**config.mk**
```make
export PLATFORM = sky130hd
export DESIGN_NAME = exec_result_demux
export DESIGN_NICKNAME = d
export VERILOG_FILES = /design/src/rtl/exec_result_demux.sv
export SDC_FILE = /design/constraint.sdc
export NUM_CORES = 1
export LEC_CHECK = 0
export BUFFER_PORTS_ARGS = -buffer_cell sky130_fd_sc_hd__clkbuf_2
export CAP_MARGIN = 20
export CORE_MARGIN = 2
export CORE_UTILIZATION = 25
export CTS_BUF_LIST = sky130_fd_sc_hd__clkbuf_8
export CTS_CLUSTER_SIZE = 10
export DETAILED_ROUTE_END_ITERATION = 10
export PLACE_DENSITY_LB_ADDON = 0.1
export SYNTH_ARGS = -nofsm -noshare
export SYNTH_HDL_FRONTEND = slang
export SYNTH_SLANG_ARGS = --single-unit
```
**constraint.sdc**
```tcl
create_clock -name clk -period 2.8 [get_ports clk]
set_input_delay 0.56 -clock clk [delete_from_list [all_inputs] [get_ports clk]]
set_output_delay 0.56 -clock clk [all_outputs]
set_load 0.01 [all_outputs]
```
**src/rtl/exec_result_demux.sv**
```systemverilog
// Registered 1-to-2 result demux with a small FIFO per consumer channel.
// Optional per-channel accept counters are enabled by EXEC_RESULT_DEMUX_STATS_EN.
module exec_result_demux #(
  parameter int WIDTH = 32,
  parameter int DEPTH = 2
) (
  input  logic             clk,
  input  logic             resetN,
  input  logic             inValid,
  output logic             inReady,
  input  logic [WIDTH-1:0] inData,
  input  logic             selectDest,
  output logic             outValidZero,
  input  logic             outReadyZero,
  output logic [WIDTH-1:0] outDataZero,
  output logic             outValidOne,
  input  logic             outReadyOne,
  output logic [WIDTH-1:0] outDataOne
`ifdef EXEC_RESULT_DEMUX_STATS_EN
  ,
  output logic [15:0]      countZero,
  output logic [15:0]      countOne
`endif
);

  localparam int PW = $clog2(DEPTH);
  localparam int CW = PW + 1;

  logic [PW-1:0]    wr_q   [2];
  logic [PW-1:0]    wr_d   [2];
  logic [PW-1:0]    rd_q   [2];
  logic [PW-1:0]    rd_d   [2];
  logic [CW-1:0]    cnt_q  [2];
  logic [CW-1:0]    cnt_d  [2];
  logic [WIDTH-1:0] mem_q  [2][DEPTH];
  logic [WIDTH-1:0] mem_d  [2][DEPTH];
  logic [WIDTH-1:0] head_q [2];
  logic [WIDTH-1:0] head_d [2];
  logic             full   [2];
  logic             push   [2];
  logic             pop    [2];
  logic [1:0]       out_ready;

  always_comb begin
    out_ready = {outReadyOne, outReadyZero};
    for (int c = 0; c < 2; c++) begin
      full[c] = (cnt_q[c] == CW'(DEPTH));
    end
    // Full blocks the push even if the head pops this same cycle.
    inReady = selectDest ? !full[1] : !full[0];

    for (int c = 0; c < 2; c++) begin
      push[c]   = inValid && inReady && (selectDest == (c == 1));
      pop[c]    = (cnt_q[c] != '0) && out_ready[c];
      wr_d[c]   = wr_q[c];
      rd_d[c]   = rd_q[c];
      cnt_d[c]  = cnt_q[c];
      mem_d[c]  = mem_q[c];
      head_d[c] = head_q[c];

      if (push[c]) begin
        mem_d[c][wr_q[c]] = inData;
        wr_d[c]           = wr_q[c] + PW'(1);
      end
      if (pop[c]) begin
        rd_d[c] = rd_q[c] + PW'(1);
      end
      if (push[c] && !pop[c]) begin
        cnt_d[c] = cnt_q[c] + CW'(1);
      end else if (pop[c] && !push[c]) begin
        cnt_d[c] = cnt_q[c] - CW'(1);
      end

      // Head register tracks the next entry; an emptied channel keeps its last head.
      if (cnt_d[c] != '0) begin
        head_d[c] = mem_d[c][rd_d[c]];
      end
    end
  end

  always_ff @(posedge clk or negedge resetN) begin
    if (!resetN) begin
      for (int c = 0; c < 2; c++) begin
        wr_q[c]   <= '0;
        rd_q[c]   <= '0;
        cnt_q[c]  <= '0;
        head_q[c] <= '0;
        for (int e = 0; e < DEPTH; e++) begin
          mem_q[c][e] <= '0;
        end
      end
    end else begin
      for (int c = 0; c < 2; c++) begin
        wr_q[c]   <= wr_d[c];
        rd_q[c]   <= rd_d[c];
        cnt_q[c]  <= cnt_d[c];
        head_q[c] <= head_d[c];
        for (int e = 0; e < DEPTH; e++) begin
          mem_q[c][e] <= mem_d[c][e];
        end
      end
    end
  end

  assign outValidZero = (cnt_q[0] != '0);
  assign outValidOne  = (cnt_q[1] != '0);
  assign outDataZero  = head_q[0];
  assign outDataOne   = head_q[1];

`ifdef EXEC_RESULT_DEMUX_STATS_EN
  logic [15:0] count_zero_q, count_zero_d;
  logic [15:0] count_one_q,  count_one_d;

  always_comb begin
    count_zero_d = count_zero_q + 16'(push[0]);
    count_one_d  = count_one_q  + 16'(push[1]);
  end

  always_ff @(posedge clk or negedge resetN) begin
    if (!resetN) begin
      count_zero_q <= '0;
      count_one_q  <= '0;
    end else begin
      count_zero_q <= count_zero_d;
      count_one_q  <= count_one_d;
    end
  end

  assign countZero = count_zero_q;
  assign countOne  = count_one_q;
`endif

endmodule

```
==> reports/results.txt <==
Status: completed
Reg2reg path depth: 7
Peak VDD IR: 0.000598 V
Synth Register Bits: 200
Chip width: 189 microns
Share of cells above drive strength 1: 56.5%
Routed WL: 20100 microns
Root buffer cell: clkbuf_8
Clock transition at path regs: 0.11 ns
Fin. max-slew vios: 0
YS warnings: 0
Fin Clk Skew: 0.0154 ns
Clk buf depth: 2
Final net count: 684
Die height: 189 microns
Post-synthesis sequential area ratio: 58.6%
Core Box Area: 33600 sq um
CP Data Arrival Time: 2.97 ns
CTS sink count: 200
P&R area growth vs syn: 19.5%
Post-Synth Adder-Cell Area: 0.586%
CTS Hold Bufs: 0
RSZ-0062 raised after global routing: false
Initial antenna violation count: 0
Worst Path Max Fanout: 32
H-Tree Depth: 4
Post-route setup TNS: 0 ns
CP peak stage delay: 0.46 ns
Vias in the first global route: 5131
Power, Total: 0.0133 W
# Max-Cap Violations: 0
DPL Wire Length: 13000 microns
Power per cell area: 1310 nW/um^2
CTS tree: done
Routability cong.: 0.711
Hold Vio Cnt, Final: 0
Drt drc: 0
Largest family of logic cells by synthesized area: multiplexers
Gates resized, CTS repair: 0
Post-synthesis cell count: 532
CP Capture Type: flop
Routed Antenna Nets: 0
DRT Pass-1 Iters: 4
Crit-path slowest cell: dfrtp_1
Postcts setup bufs: 0
Worst endpoint required time: 3.17 ns
Synth cell types: 30
Initial Util: 25.4%
Mean area per synthesized cell: 16.0 sq um
Slew @ Worst Pin: 0.506 ns
Overflow after GRT: 0
Post-Synth XOR/XNOR Area: 0.821%
Min Tclk post-route: 2.60 ns
Mux share of post-synthesis cell area: 35.2%
# IOs: 105
Area of the multi-input gates: 3400 sq um
CP Launch Type: flop
Drt wl/cell: 18.2 microns
First-pass GRT wire length: 31600 microns
Placement Rows: 67
Cell area after synthesis: 8530 sq um
Largest net degree at the start of global routing: 58
Port bufs: 104
Vias per cell: 4.20
Slew margin rel.: 66.2%
Sequential cell area: 5000 sq um
CP Cell Sequence: inv_1 > ha_1 > nor4bb_4 > buf_12 > mux2_1 > mux2_2 > mux2_4
Clk_lat worst skew: 0.48 ns
DIE AREA: 35600 sq um
CTS buffer count: 17
Reg2reg start: cnt_q[2]$_DFF_PN0_
P_leak: 4.59 nW
Simple-gate portion of the synthesized area: 1.66%
Reg-to-reg setup timing slack: 0.20 ns
DR iter-0 viols: 179
Vias: 4637
HP Class: in2async
Synth Area in Compound Gates: 0.792%
Net Count, Synth: 574
Fmax: 0.384 GHz
Antenna diode count: 0
Fill cells: 3363
Final setup viols: 0
Overall Global Routing Usage: 11.9%
Critical path class: reg2reg
Period utilization: 92.9%
FF-to-FF End: outDataZero[16]$_DFFE_PN0P_
[cells in the mapped netlist]
cell	n	area (sq um)
nor3b_4	1	18.8
nand4b_1	1	8.76
nor2b_1	1	6.26
o2bb2ai_1	1	8.76
nor4b_2	1	15.0
mux2i_1	10	100
inv_1	12	45.0
o22ai_2	1	12.5
xor2_1	1	8.76
nor2b_2	1	8.76
mux2_2	180	2030
nand2_1	2	7.51
nor4bb_1	2	20.0
nand4bb_1	1	11.3
buf_2	15	75.1
xnor2_1	7	61.3
clkbuf_1	7	26.3
mux2_4	30	450
buf_4	2	15.0
nand3b_1	2	15.0
nor2_1	3	11.3
or4b_1	1	10.0
buf_6	3	33.8
a22oi_4	1	21.3
o21ai_0	2	10.0
dfrtp_1	200	5000
ha_1	4	50.1
and3b_1	1	8.76
a2bb2oi_2	1	15.0
mux2_1	38	428
[worst max path at each step]
stage	startpoint	endpoint	slack, ns	cells past startpoint
finish	cnt_q[2]$_DFF_PN0_	outDataZero[16]$_DFFE_PN0P_	0.20	7
floorplan	cnt_q[2]$_DFF_PN0_	outDataZero[22]$_DFFE_PN0P_	0.36	7
global route	cnt_q[2]$_DFF_PN0_	outDataZero[21]$_DFFE_PN0P_	0.05	7
detailed placement	cnt_q[2]$_DFF_PN0_	outDataZero[16]$_DFFE_PN0P_	0.20	7
CTS	cnt_q[2]$_DFF_PN0_	outDataZero[16]$_DFFE_PN0P_	0.16	7
global placement	cnt_q[2]$_DFF_PN0_	outDataZero[16]$_DFFE_PN0P_	0.25	7
[cells in the final DEF (no fill, tap or decap), types with 4 or more instances in the layout]
| cell type | Yosys | routed |
|---|---|---|
| dfrtp_1 | 200 | 200 |
| mux2_2 | 180 | 180 |
| clkbuf_2 | 0 | 103 |
| mux2_1 | 38 | 38 |
| mux2_4 | 30 | 30 |
| clkbuf_8 | 0 | 19 |
| inv_1 | 12 | 12 |
| mux2i_1 | 10 | 10 |
| buf_12 | 0 | 10 |
| inv_6 | 0 | 6 |
| xnor2_1 | 7 | 5 |
| ha_1 | 4 | 4 |
| buf_4 | 2 | 4 |
[where the power goes]
group          internal, W  total, W  switching (W)
clock network     0.000929   0.00203        0.00110
logic              0.00363   0.00630        0.00267
registers          0.00441   0.00501       0.000608
[metrics by stage]
step	area, sq um	setup WS [ns]	hold slack, ns	cells	utilization [%]
after floorplan	8530	0.365	0.264	532	-
after global placement	9770	0.249	0.460	1071	29.1
after detailed placement	9770	0.196	0.467	1071	29.1
after CTS	10200	0.156	0.0267	1103	30.3
after global routing	10200	0.0470	0.0351	1103	30.3
final	10200	0.198	0.0491	1103	30.3
[critical path: cells and delay by family (launching register included)]
kind	cells	cell delay (ns)
fa+ha+maj	1	0.34
buf+inv	2	0.37
flops	1	0.46
mux	3	0.90
simple gates	1	0.38
[layer usage]
| metal | GRT usage [%] | wire length (microns) |
|---|---|---|
| met5 | 0 | 0 |
| met4 | 3.91 | 316 |
| met3 | 2.98 | 723 |
| met2 | 18.8 | 9490 |
| met1 | 16.0 | 9580 |
[cells by family after synthesis]
| group | Yosys count |
|---|---|
| compound gates | 6 |
| fa+ha+maj | 4 |
| mux | 258 |
| flops | 200 |
| buf+inv | 39 |
| xor+xnor | 8 |
| simple gates | 17 |
[final cells by class]
cell class | count | area share [%]
clock buffers | 18 | 2.43
clock inverters | 14 | 1.80
inverters | 12 | 0.442
multi-input cells | 293 | 33.3
flip-flops and latches | 200 | 49.1
well taps | 448 | 5.49
repair buffers | 118 | 7.45
[registers in the layout (all words and copies together), names as in the netlist]
register	cells
mem_q	128
outDataOne	32
outDataZero	32
cnt_q	4
rd_q	2
wr_q	2
(Power assumes the default switching activity.)
